`src/rtl/ppm_seq.sv`:
```
`default_nettype none
// ============================================================================
// Module   : ppm_seq
// Purpose  : Sequential radix-4 Booth multiplier. One partial product is
//            folded per clock into a carry-save pair (OUT1, OUT2) through a
//            3:2 compressor. The product is (OUT1 + OUT2) mod 2^(N+M), read
//            as signed when TC=1 and unsigned when TC=0.
// Ports    : clk       - clock, rising edge
//            rst       - synchronous active-high reset
//            A [N-1:0] - multiplicand
//            B [M-1:0] - multiplier
//            TC        - 1: two's-complement operands, 0: unsigned
//            in_valid  - operands valid       in_ready  - can accept operands
//            OUT1/OUT2 - carry-save result    out_valid - result finished
//            out_ready - consumer takes result
// Revision : 1.0 - initial release
// ============================================================================
module ppm_seq #(
    parameter int N = 8,
    parameter int M = 8
) (
    input  logic             clk,
    input  logic             rst,
    input  logic [N-1:0]     A,
    input  logic [M-1:0]     B,
    input  logic             TC,
    input  logic             in_valid,
    output logic             in_ready,
    output logic [N+M-1:0]   OUT1,
    output logic [N+M-1:0]   OUT2,
    output logic             out_valid,
    input  logic             out_ready
);

    localparam int c_w    = N + M;
    // ceil((M+1)/2): one extra extension bit keeps an unsigned top bit of 1
    // from being recoded as a negative digit.
    localparam int c_iter = (M + 2) / 2;
    localparam int c_bw   = 2 * c_iter;
    localparam int c_cw   = $clog2(c_iter + 1);
    localparam logic [c_cw-1:0] c_last = c_cw'(c_iter - 1);

    localparam logic [1:0] c_st_idle = 2'd0;
    localparam logic [1:0] c_st_busy = 2'd1;
    localparam logic [1:0] c_st_done = 2'd2;

    logic [1:0]      r_state;
    logic [1:0]      w_state_nxt;
    logic [c_cw-1:0] r_cnt;
    // Multiplicand pre-shifted by 2i, so the partial product needs no
    // barrel shifter.
    logic [c_w-1:0]  r_a_sh;
    // Extended multiplier with b[-1] at bit 0; shifted right by 2 per
    // iteration so the current Booth triplet always sits in bits [2:0].
    logic [c_bw:0]   r_b_sh;
    logic [c_w-1:0]  r_out1;
    logic [c_w-1:0]  r_out2;

    logic [c_w-1:0]  w_a_ext;
    logic [c_bw-1:0] w_b_ext;
    logic [c_w-1:0]  w_mag;
    logic            w_neg;
    logic [c_w-1:0]  w_pp;
    logic [c_w-1:0]  w_sum;
    logic [c_w-1:0]  w_carry;

    assign w_a_ext = {{M{TC & A[N-1]}}, A};
    assign w_b_ext = {{(c_bw - M){TC & B[M-1]}}, B};

    // Booth digit decode on the current triplet
    always_comb begin
        w_mag = '0;
        w_neg = 1'b0;
        case (r_b_sh[2:0])
            3'b001, 3'b010: w_mag = r_a_sh;
            3'b011:         w_mag = r_a_sh << 1;
            3'b100: begin
                w_mag = r_a_sh << 1;
                w_neg = 1'b1;
            end
            3'b101, 3'b110: begin
                w_mag = r_a_sh;
                w_neg = 1'b1;
            end
            default:        w_mag = '0;
        endcase
    end

    assign w_pp    = w_neg ? (~w_mag + c_w'(1)) : w_mag;

    // 3:2 compressor; the carry's MSB falls off, which is exactly mod 2^W
    assign w_sum   = r_out1 ^ r_out2 ^ w_pp;
    assign w_carry = ((r_out1 & r_out2) | (r_out1 & w_pp) | (r_out2 & w_pp)) << 1;

    // ------------------------------------------------------------------
    // Control FSM
    // ------------------------------------------------------------------
    always_ff @(posedge clk) begin
        if (rst) begin
            r_state <= c_st_idle;
        end else begin
            r_state <= w_state_nxt;
        end
    end

    always_comb begin
        w_state_nxt = r_state;
        in_ready    = 1'b0;
        out_valid   = 1'b0;
        case (r_state)
            c_st_idle: begin
                in_ready = ~rst;
                if (in_valid) begin
                    w_state_nxt = c_st_busy;
                end
            end
            c_st_busy: begin
                if (r_cnt == c_last) begin
                    w_state_nxt = c_st_done;
                end
            end
            c_st_done: begin
                out_valid = 1'b1;
                if (out_ready) begin
                    w_state_nxt = c_st_idle;
                end
            end
            default: w_state_nxt = c_st_idle;
        endcase
    end

    // ------------------------------------------------------------------
    // Datapath
    // ------------------------------------------------------------------
    always_ff @(posedge clk) begin
        if (rst) begin
            r_cnt  <= '0;
            r_a_sh <= '0;
            r_b_sh <= '0;
            r_out1 <= '0;
            r_out2 <= '0;
        end else begin
            case (r_state)
                c_st_idle: begin
                    if (in_valid) begin
                        r_cnt  <= '0;
                        r_a_sh <= w_a_ext;
                        r_b_sh <= {w_b_ext, 1'b0};
                        r_out1 <= '0;
                        r_out2 <= '0;
                    end
                end
                c_st_busy: begin
                    r_out1 <= w_sum;
                    r_out2 <= w_carry;
                    r_a_sh <= r_a_sh << 2;
                    r_b_sh <= r_b_sh >> 2;
                    r_cnt  <= r_cnt + c_cw'(1);
                end
                default: begin
                    // DONE: hold the result for the consumer
                end
            endcase
        end
    end

    assign OUT1 = r_out1;
    assign OUT2 = r_out2;

endmodule
`default_nettype wire

```
`config.mk`:
```
export PLATFORM = sky130hd
export DESIGN_NAME = ppm_seq
export DESIGN_NICKNAME = d
export VERILOG_FILES = /design/src/rtl/ppm_seq.sv
export SDC_FILE = /design/constraint.sdc
export NUM_CORES = 1
export LEC_CHECK = 0
export BUFFER_PORTS_ARGS = -buffer_cell sky130_fd_sc_hd__buf_2
export CORE_MARGIN = 3
export CORE_UTILIZATION = 45
export CTS_CLUSTER_DIAMETER = 120
export DETAILED_ROUTE_END_ITERATION = 7
export PLACE_DENSITY = 0.74
export SYNTH_ARGS = -nofsm -noshare
export SYNTH_HDL_FRONTEND = slang
export SYNTH_SLANG_ARGS = --single-unit
```
`constraint.sdc`:
```
create_clock -name clk -period 4.2 [get_ports clk]
set_input_delay 0.42 -clock clk [delete_from_list [all_inputs] [get_ports clk]]
set_output_delay 0.42 -clock clk [all_outputs]
set_load 0.03 [all_outputs]
```
# Word level (Yosys, flattened, before mapping)
# Index checks and enable logic that the tools add are counted.
[classes]
addsub = 2
n_bitwise = 11
n_reduce_logical = 7
muxes = 18
eq_ne = 12
[ops]
columns = ["cell", "n"]
rows = [
  ["case mux 16 bit (2 select lines)", 4],
  ["two-way mux 16 bit", 3],
  ["AND 15 bit", 3],
  ["bitwise XOR 16 bit", 2],
  ["OR 15 bit", 2],
  ["case mux 11 bit (2 select lines)", 1],
  ["adder 16 x 1 -> 16 bit, second input constant", 1],
  ["NOT 16 bit", 1],
  ["equality test 3 bit, second input constant", 4],
  ["two-way mux 11 bit", 1],
  ["equality test 3 x 2 -> 1 bit, second input constant", 2],
  ["two-way mux 2 bit", 3],
  ["!= test 2 bit, second input constant", 3],
  ["case mux 2 bit (3 select lines)", 1],
  ["case mux 3 bit (2 select lines)", 1],
  ["OR reduction 4 bit", 1],
  ["adder 3 x 1 -> 3 bit, second input constant", 1],
  ["equality test 3 x 1 -> 1 bit, second input constant", 1],
  ["two-way mux 1 bit", 3],
  ["two-way mux 3 bit", 1],
  ["AND reduction 3 bit", 1],
  ["OR reduction 3 bit", 1],
  ["AND 1 bit", 2],
  ["equality test 2 x 1 -> 1 bit, second input constant", 1],
  ["other kinds (6)", 6],
]
[word_totals]
regBits = 64

# Depth between registers and ports, before layout
[logic_depth]
word_depth = 10
ltp_mapped = 14
depth_no_buf = 13

# Worst setup path before layout
# Ideal clock, no wire load.
[synth_path]
kind = "flip-flop to flip-flop"
from = "reg r_b_sh[1]"
to = "reg r_out1[12], in the netlist OUT1[12]"
stages_incl_launch_ff = 15
path_slack_ns = 1.289
n_path_buf = 2
required_ns = 4.072
arrival_time_ns = 2.784
setup_time_ns = 0.128
synth_period_minus_slack_ns = 2.911
cell_sequence = "dfxtp_1 buf_2 buf_4 nor2b_1 a221o_1 o21ai_0 ha_1 o21a_1 nand4_1 o31ai_1 xnor2_1 fa_1 nor2_1 a21oi_1 nor2_1"
[synth_between]
elab_chain_cells = 8
elab_cells_between_ends = 16
classes_between = "1 x add/sub; 6 x eq/ne; 4 x mux; 2 x bitwise; 3 x reduce/logical"
[synth_lines]
columns = ["item", "line", "text"]
rows = [
  ["start, declared", "55", "logic [c_bw:0] r_b_sh;"],
  ["start signal, assigned", "148", "r_b_sh <= {w_b_ext, 1'b0};"],
  ["start signal, assigned", "157", "r_b_sh <= r_b_sh >> 2;"],
  ["equality test 3 bit, or another cell as far along", "74", "case (r_b_sh[2:0])"],
  ["OR reduction 4 bit (no line) / OR reduction 2 bit (equally long branches)", "n/a", ""],
  ["case mux 16 bit (2 select lines)", "74", ""],
  ["NOT 16 bit", "89", "assign w_pp = w_neg ? (~w_mag + c_w'(1)) : w_mag;"],
  ["adder 16 x 1 -> 16 bit", "89", ""],
  ["two-way mux 16 bit *", "89", ""],
  ["bitwise XOR 16 bit *", "92", "assign w_sum = r_out1 ^ r_out2 ^ w_pp;"],
  ["case mux 16 bit (2 select lines) *", "143", "case (r_state)"],
  ["end signal, assigned", "154", "r_out1 <= w_sum;"],
  ["end, declared", "56", "logic [c_w-1:0] r_out1;"],
]
# Mark *: on every way between the ends. The rest lies on a longest branch, timed or not.
# A chain may end at the register's enable or synchronous reset.

# Worst setup path after layout
# Same ends and word-level chain as after synthesis.

==> results.cfg <==
[sta]
slew_viol_final = 0
max_freq_ghz = 0.2895
tns_ns = 0
finalSetupViolCount = 0
relSlewSlack = 0.4474
tightest_slew_ns = 0.8258
skew_ns = 0.009963
hold_viol = 0
grt_setup_unrepaired = false
timing.final.crit_period_ns = 3.454
fin_crit_sh = 0.8224

[pwr]
power_density_nw_per_um2 = 333.5
power_leakage_nw = 1.598
ir_drop_uv = 157.5
finalPower_w = 0.001384

[synthesis]
synth-edff-count = 0
syn_avg_cell_area_um2 = 7.777
syn_nets = 517
yosysTopAreaCell = dfxtp_1
ys.flop_type = dfxtp_1
yosys_warnings = 0
synth.distinct_cells = 60
synth_area_um2 = 3717
synth_seq_cells = 62
synthTopCellsByArea = dfxtp_1 (33%), nor2_1 (10%), fa_1 (7.5%), a21oi_1 (6.9%), a22oi_1 (4.4%)
ys_seq_area_frac = 0.3339
synthCells = 478
synth_top_area_frac = 0.3339
ys_top_cells_by_count = nor2_1 (101), dfxtp_1 (62), a21oi_1 (51), inv_1 (40), clkbuf_1 (29)
yosysMostFrequentCell = nor2_1
async_reset_ff_frac = 0

[place]
dp_hpwl_um = 6285
io_buffers = 53
routabilityCongestion = 0.9686
dp.cells = 603

[detailed_routing]
postRouteWirelength_um = 9154
dr_wl_met3_um = 408
vias = 3536
avgViaCountPerCell = 5.740
ant_nets = 0
met1_length_um = 4106
drc_errors = 0
wl_per_cell_um = 14.86
top_layer = met4
drtIter0Drc = 174
drt_pass1_iterations = 5
wl_met2_um = 4525

[floorplan]
num_rows = 32
die_w_um = 96.89
die_area_um2 = 9388
num_io_pins = 55
initial_core_util = 0.4713
die_h_um = 96.89
core_area_um2 = 7888

[grt]
gr-total-overflow = 0
globalRouteTotalUtil = 0.1947
grt_max_degree = 45
grt_antenna_before_repair = 0
grt_pass1_wl_um = 15370
grt_pass1_vias = 3281

[finish]
fillers = 799
finish.net_count = 551
drive_above_1_share = 0.1576
regArea_um2 = 1241
multiInputGateArea_um2 = 2175
fin_cells = 616
n_antenna_cell = 0
synthToLayoutAreaGrowth_pct = 11.65

[setup_path]
crit_slowest_cell = dfxtp_1
cpPeakStageDelay_ns = 0.78
crit_arrival_ns = 3.66
cp_max_fo = 22
cp_num_buf_inv = 0
worstSetupStartpointType = register
required_ns = 4.41
critPathTopFamily = compound AO/OA/AOI/OAI gates
crit_path_cell_trace = xnor2_1, or3_1, a311oi_4, nand4_1, o31ai_1, xnor2_1, fa_1, nor2_1, a21oi_1, nor2_1
path_class = register to register
worstSetupEndpointType = register

[clocking]
cts-resized-gates = 0
cts_setup_buffers = 0
clockRootBuffer = clkbuf_8
cts_tree = built
clk_pin_slew_worst_paths_ns = 0.06
cts_sinks = 62
cts_made_buffers = 9
clk_latency_ns = 0.34
ctsHoldBuffers = 0
cts_buffer_depth = 2
h-tree-depth = 3

[min_path]
hp-class = input pin to register

[outcome]
status = finished clean

[flow_run]
cap_violations = 0
==> metrics by stage <==
stage	hold WS, ns	util	setup slack [ns]	area [um2]
2_1_floorplan	0.4531	-	1.289	3717
3_3_place_gp	0.4727	0.5081	0.8727	4008
3_5_place_dp	0.4817	0.5081	0.8210	4008
4_1_cts	0.3460	0.5262	0.7937	4150
5_1_grt	0.3638	0.5262	0.4393	4150
6_report	0.3543	0.5262	0.7460	4150
==> state kept, by name (all words and copies together) (netlist names) <==
name,count
OUT1,16
OUT2,15
r_a_sh,16
r_b_sh,10
r_cnt,3
r_state,2
==> cell usage in the layout, fill, tap and decap left out, drive strengths merged, types with 12 or more instances in the layout <==
cell type / netlist / final
nor2: 102 / 102
dfxtp: 62 / 62
buf: 7 / 59
a21oi: 51 / 51
inv: 40 / 40
a22oi: 22 / 22
nand2: 21 / 21
o21ai: 20 / 20
fa: 14 / 14
xnor2: 12 / 12
==> metal layers <==
layer | global-route usage | vias up
li1 | - | 1712
met1 | 0.2533 | 1723
met2 | 0.3275 | 88
met3 | 0.03749 | 13
met4 | 0.05724 | 0
met5 | 0 | -
==> cell type report <==
class,count,share of cell area
tap,102,0.03075
clock inverter,3,0.003618
sequential,62,0.2991
clock buffer,10,0.03075
multi-input combinational,339,0.5240
inverter,41,0.03708
timing repair buffer,59,0.07477
==> final timing paths <==
kind                   from   endpoint  slack, ns  depth (start not counted)
setup / recovery  r_b_sh[1]   OUT1[12]       0.75                         10
hold / removal         A[4]  r_a_sh[4]       0.35                          3
setup reg to reg  r_b_sh[1]   OUT1[12]       0.75                         10
hold reg to reg   r_b_sh[6]  r_b_sh[4]       0.50                          2
==> where the power goes <==
group | switching (W) | leakage, nW | internal (W) | total [W]
Clock | 0.000222 | 0.0776 | 0.000201 | 0.000423
Combinational | 0.000189 | 1.02 | 0.000115 | 0.000305
Sequential | 0.0000416 | 0.505 | 0.000615 | 0.000656
Total | 0.000453 | 1.60 | 0.000931 | 0.00138
==> worst reg2reg max path, delay by kind of cell, from the launching register on <==
family,cells,cell delay (ns)
AO/OA/AOI/OAI,3,0.89
flip-flops,1,0.78
AND/OR/NAND/NOR,4,0.73
adder cells (fa/ha/maj),1,0.49
XOR/XNOR,2,0.43
==> logic make-up (layout without fill, tap and decap cells) <==
| family | Yosys count | in the layout | share of synthesized area |
|---|---|---|---|
| simple gates | 161 | 161 | 0.1919 |
| compound gates | 138 | 138 | 0.2487 |
| buf+inv | 77 | 113 | 0.08212 |
| flops | 62 | 62 | 0.3339 |
| fa+ha+maj | 18 | 18 | 0.08886 |
| xor+xnor | 18 | 18 | 0.04443 |
| mux | 3 | 3 | 0.009087 |
| other cells | 1 | 1 | 0.001009 |
Power figures use the tool's default switching activity.
